### src/rtl/lcd_bus_controller.sv
// HD44780-style LCD bus sequencer: one byte transfer per request with setup,
// enable-pulse and hold timing, plus optional busy-flag polling after writes.
module lcd_bus_controller #(
  parameter int T_SETUP  = 2,
  parameter int T_ENABLE = 12,
  parameter int T_HOLD   = 2,
  parameter bit POLL_EN  = 1'b1,
  parameter int POLL_MAX = 4095
) (
  input  logic       clk,
  input  logic       rst,
  input  logic       reqValid,
  output logic       reqReady,
  input  logic       reqRS,
  input  logic       reqRW,
  input  logic [7:0] reqData,
  output logic       rspValid,
  output logic [7:0] rspData,
  output logic       timeout,
  output logic       lcdRS,
  output logic       lcdRW,
  output logic       lcdE,
  output logic [7:0] lcdDataOut,
  output logic       lcdDataOe,
  input  logic [7:0] lcdDataIn
);

  localparam int T_MAX = (T_SETUP > T_ENABLE)
                       ? ((T_SETUP > T_HOLD) ? T_SETUP : T_HOLD)
                       : ((T_ENABLE > T_HOLD) ? T_ENABLE : T_HOLD);
  localparam int CW = (T_MAX > 1) ? $clog2(T_MAX) : 1;
  localparam int PW = $clog2(POLL_MAX + 1);

  localparam logic [CW-1:0] SETUP_LAST  = CW'(T_SETUP - 1);
  localparam logic [CW-1:0] ENABLE_LAST = CW'(T_ENABLE - 1);
  localparam logic [CW-1:0] HOLD_LAST   = CW'(T_HOLD - 1);
  localparam logic [PW-1:0] POLL_LIMIT  = PW'(POLL_MAX);

  localparam logic [1:0] IDLE   = 2'd0;
  localparam logic [1:0] SETUP  = 2'd1;
  localparam logic [1:0] ENABLE = 2'd2;
  localparam logic [1:0] HOLD   = 2'd3;

  logic [1:0]    state;
  logic [CW-1:0] cnt;
  logic [PW-1:0] pollCnt;
  logic          pollFlag;
  logic          latRS;
  logic          latRW;
  logic [7:0]    latData;
  logic [7:0]    rdData;
  logic          lastCycle;
  logic          inXfer;

  // NOTE: every always_comb output gets a default first so no path infers a latch.
  always_comb begin
    lastCycle = 1'b0;
    case (state)
      SETUP:   lastCycle = (cnt == SETUP_LAST);
      ENABLE:  lastCycle = (cnt == ENABLE_LAST);
      HOLD:    lastCycle = (cnt == HOLD_LAST);
      default: lastCycle = 1'b0;
    endcase
  end

  // NOTE: sequential state uses non-blocking assignments only, so every flop
  // samples pre-edge values regardless of statement order.
  always_ff @(posedge clk or negedge rst) begin
    if (!rst) begin
      state    <= IDLE;
      cnt      <= '0;
      pollCnt  <= '0;
      pollFlag <= 1'b0;
      latRS    <= 1'b0;
      latRW    <= 1'b0;
      latData  <= '0;
      rdData   <= '0;
      rspValid <= 1'b0;
      rspData  <= '0;
      timeout  <= 1'b0;
    end else begin
      rspValid <= 1'b0;
      case (state)
        IDLE: begin
          if (reqValid) begin
            latRS    <= reqRS;
            latRW    <= reqRW;
            latData  <= reqData;
            timeout  <= 1'b0;
            pollCnt  <= '0;
            pollFlag <= 1'b0;
            cnt      <= '0;
            state    <= SETUP;
          end
        end
        SETUP: begin
          if (lastCycle) begin
            cnt   <= '0;
            state <= ENABLE;
          end else begin
            cnt <= cnt + 1'b1;
          end
        end
        ENABLE: begin
          if (lastCycle) begin
            rdData <= lcdDataIn;
            cnt    <= '0;
            state  <= HOLD;
          end else begin
            cnt <= cnt + 1'b1;
          end
        end
        default: begin
          if (!lastCycle) begin
            cnt <= cnt + 1'b1;
          end else begin
            cnt <= '0;
            if (!pollFlag && (latRW || !POLL_EN)) begin
              state    <= IDLE;
              rspValid <= 1'b1;
              rspData  <= latRW ? rdData : 8'h00;
            end else if (pollFlag && (!rdData[7] || pollCnt == POLL_LIMIT)) begin
              state    <= IDLE;
              rspValid <= 1'b1;
              rspData  <= rdData;
              timeout  <= rdData[7];
            end else begin
              // Busy-flag read goes straight back into SETUP with no idle gap.
              pollFlag <= 1'b1;
              latRS    <= 1'b0;
              latRW    <= 1'b1;
              pollCnt  <= pollCnt + 1'b1;
              state    <= SETUP;
            end
          end
        end
      endcase
    end
  end

  assign inXfer     = (state != IDLE);
  assign reqReady   = (state == IDLE);
  assign lcdE       = (state == ENABLE);
  assign lcdRS      = inXfer & latRS;
  assign lcdRW      = inXfer & latRW;
  assign lcdDataOut = inXfer ? latData : 8'h00;
  assign lcdDataOe  = inXfer & ~pollFlag & ~latRW;

endmodule
### config.mk
export PLATFORM = sky130hd
export DESIGN_NAME = lcd_bus_controller
export DESIGN_NICKNAME = d
export VERILOG_FILES = /design/src/rtl/lcd_bus_controller.sv
export SDC_FILE = /design/constraint.sdc
export NUM_CORES = 1
export LEC_CHECK = 0
export ABC_CLOCK_PERIOD_IN_PS = 2760
export CAP_MARGIN = 20
export CORE_ASPECT_RATIO = 1.2
export CORE_MARGIN = 2
export CORE_UTILIZATION = 50
export DETAILED_ROUTE_END_ITERATION = 7
export PLACE_DENSITY_LB_ADDON = 0.3
export SLEW_MARGIN = 20
export SYNTH_ARGS = -nofsm -noshare
export SYNTH_HDL_FRONTEND = slang
export SYNTH_SLANG_ARGS = --single-unit
### constraint.sdc
create_clock -name clk -period 2.76 [get_ports clk]
set_input_delay 0.552 -clock clk [delete_from_list [all_inputs] [get_ports clk]]
set_output_delay 0.552 -clock clk [all_outputs]
set_load 0.01 [all_outputs]
==> impl_metrics.toml <==
[outcome]
run_status = "completed"

[critical_path]
slowest_stage = "sky130_fd_sc_hd__clkdlybuf4s50_1"
sum_of_buffers_and_inverters_on_the_critical_path = 3
crit_path_end_kind = "primary output"
cpPeakStageDelay_ns = 0.55
worst_ep_arrival_time_ns = 1.96
critical_path_required_ns = 2.21
worst_setup_sp_type = "flip-flop"
cp_top_family = "buffers and inverters"
critical_path_class = "reg -> out"
timing.reg2reg.setup_slack_ns = 0.33
cp_max_fo = 27
worstPathCellList = "inv_1 -> ha_1 -> buf_4 -> nor2b_1 -> clkdlybuf4s50_1"

[timing]
min_period_over_period_pct = 91.2
fmax_ghz = 0.397
relSlewSlack_pct = 69.4
worstMarginPinSlew_ns = 0.457
final_period_demand_of_the_worst_path_ns = 2.52
slew_viol_final = 0
clock-skew-final_ns = 0.00281
setup-violations-final = 0
hold_fails_final_rpt = 0
grt_setup_unrepaired = "false"
tns_ns = 0

[yosys]
synth-edff-count = 0
synth.area.mux_share_pct = 13.9
synthTopCellsByCount = "sky130_fd_sc_hd__dfrtp_1 (47), sky130_fd_sc_hd__mux2_2 (25), sky130_fd_sc_hd__nand2_1 (14)"
post_synth_and_or_nand_nor_area_fraction_pct = 17.7
yosys_register_bits = 47
synthCells = 201
post-synth-top-count-cell = "sky130_fd_sc_hd__dfrtp_1"
synth.cell_area_sq_mm = 0.00233
synth-seq-area-share_pct = 50.5
synthDistinctLibCells = 49
synth-adder-area-share_pct = 3.23
synth.top_cells.by_area = "sky130_fd_sc_hd__dfrtp_1 (51%), sky130_fd_sc_hd__mux2_2 (12%), sky130_fd_sc_hd__ha_1 (3.2%)"
syn_nets = 228
ys.warnings.count = 0
synth_top_area_share_pct = 50.5
synthesis.area_per_instance_sq_um = 11.6
postSynth.topFlopCell = "sky130_fd_sc_hd__dfrtp_1"
synth.largest_area_cell = "sky130_fd_sc_hd__dfrtp_1"
synthArstFlopShare_pct = 100
combinational_family_with_the_most_area_after_synthesis = "simple AND/OR/NAND/NOR gates"
synth_compound_gate_area_share_pct = 10.3
synth-xor-area-share_pct = 1.13

[layout]
final_standard_cell_area_without_fillers_sq_mm = 0.00290
finish.utilization_pct = 64.0
antenna-diode-count = 0
nets = 273
flow.area_growth_from_synthesis_pct = 24.5
post_route_cells_drive_above_1_share_pct = 17.8

[clocking]
post-cts-setup-buffers = 0
clock_sinks = 47
cts-buffers-inserted = 5
htreeDepth = 2
clk_root_buffer_cell = "sky130_fd_sc_hd__clkbuf_8"
cts_tree = "yes"
post_cts.resized_instances = 0
ctsHoldBuffers = 0
worst_skew_late_latency_ns = 0.30
cts-root-to-sink-buffers = 2
cts.reportedPaths.clkPinSlew_ns = 0.08

[route]
drc = 0
routed_via_density = 5.54
drt_wl_total_microns = 4600
first_iter_violations = 91
drt-pass1-iter-count = 4
count_of_antenna_violating_nets_left_after_detailed_routing = 0
vias = 1691
detail_route.wl_per_cell_microns = 15.1

[power_and_ir_drop]
vdd_drop_max_uv = 544
total_leakage_power_uw = 0.00125
power_density_cells_mw_per_mm2 = 1070

[global_route]
global_route.usage.total_pct = 19.4
antenna_found_initial = 0
grt_pass1_wl_microns = 7820
vias_in_the_first_global_route = 1703
globalRouteOverflowTotal = 0
grt_max_degree = 30

[place]
weighted_congestion_at_the_end_of_routability_driven_global_placement = 0.800
post_dp_cell_area_sq_mm = 0.00280
placement.io_buffers = 43
dp.final_hpwl_microns = 3390

[floorplanning]
io-pin-count = 44
die_width_microns = 66.3
dieHeight_microns = 78.7
dieArea_sq_mm = 0.00522
core_region_area_sq_mm = 0.00453
initial_core_util_pct = 51.4
std_cell_rows = 27

[job]
max_cap_viols = 0

[worst_hold_path]
timing.hold.worst.class = "in -> async"
-- metal layers --
layer,vias to the layer above,wire (microns),GRT usage (%)
met1,841,1960,24.8
met4,0,70,6.12
li1,813,-,-
met3,7,165,3.68
met5,-,0,0
met2,30,2400,33.0
-- cell type report --
type                       instances  area, sq um
multi-input combinational        141         1080
timing repair buffer              48          463
clock inverter                     2         16.3
inverter                           3         11.3
fill                             397         1630
tap                               58         72.6
sequential                        47         1180
clock buffer                       6         82.6
-- cell usage in the layout (no fill, tap or decap), types with 5 or more instances in the layout --
cell type | synthesis | final
sky130_fd_sc_hd__mux2_2 | 25 | 25
sky130_fd_sc_hd__nand2_1 | 14 | 14
sky130_fd_sc_hd__nor2_1 | 8 | 8
sky130_fd_sc_hd__buf_4 | 1 | 5
sky130_fd_sc_hd__ha_1 | 6 | 6
sky130_fd_sc_hd__a31oi_1 | 5 | 5
sky130_fd_sc_hd__nand3_1 | 5 | 5
sky130_fd_sc_hd__clkdlybuf4s50_1 | 0 | 42
sky130_fd_sc_hd__dfrtp_1 | 47 | 47
sky130_fd_sc_hd__and3_1 | 7 | 7
sky130_fd_sc_hd__clkbuf_8 | 0 | 6
sky130_fd_sc_hd__a21oi_1 | 5 | 5
sky130_fd_sc_hd__nor2b_1 | 10 | 10
sky130_fd_sc_hd__o21ai_0 | 7 | 7
-- worst paths after layout --
kind | depth (start not counted) | end | startpoint
max | 5 | lcdDataOut[7] | state[0]
max in group asynchronous | 2 | pollCnt[4] | rst
min in group clk | 1 | latData[6] | latData[6]
min reg2reg | 1 | latData[6] | latData[6]
min | 1 | pollCnt[1] | rst
max reg2reg | 7 | pollCnt[10] | state[0]
-- registers in the layout, indices dropped and copies added (netlist names), 2 cells and up --
signal / cells
cnt: 4
latData: 8
pollCnt: 12
rdData: 8
rspData: 8
state: 2
-- power breakdown --
part | total [uW] | leakage [uW] | internal, uW | switching, uW
logic | 1460 | 0.000624 | 802 | 653
clock network | 437 | 0.0000474 | 204 | 233
registers | 1220 | 0.000580 | 990 | 229
-- cell families (layout without fill, tap and decap cells) --
kind of cell,count (synthesis),count (layout)
multiplexers,29,29
AO/OA/AOI/OAI,35,35
buffers and inverters,13,59
adder cells (fa/ha/maj),6,6
XOR/XNOR,3,3
flip-flops,47,47
AND/OR/NAND/NOR,68,68
-- stage by stage --
step | setup WS [ns] | total power [uW] | hold slack [ns] | cells
after floorplan | 0.584 | 2090 | 0.256 | 201
after global placement | 0.405 | 2650 | 0.472 | 297
after detailed placement | 0.340 | 2700 | 0.486 | 297
after CTS | 0.227 | 3150 | 0.192 | 305
after global routing | 0.133 | 3330 | 0.208 | 305
final | 0.244 | 3110 | 0.184 | 305
-- worst register-to-register path, stage by stage (launching register included) --
cell and delay, ns:
sky130_fd_sc_hd__dfrtp_1 0.38, sky130_fd_sc_hd__inv_1 0.09, sky130_fd_sc_hd__ha_1 0.38, sky130_fd_sc_hd__or4b_4 0.51, sky130_fd_sc_hd__nor4_2 0.28, sky130_fd_sc_hd__buf_4 0.28, sky130_fd_sc_hd__nand2b_1 0.25, sky130_fd_sc_hd__a31oi_1 0.13
Note: power is estimated with default switching activity, not from simulation.
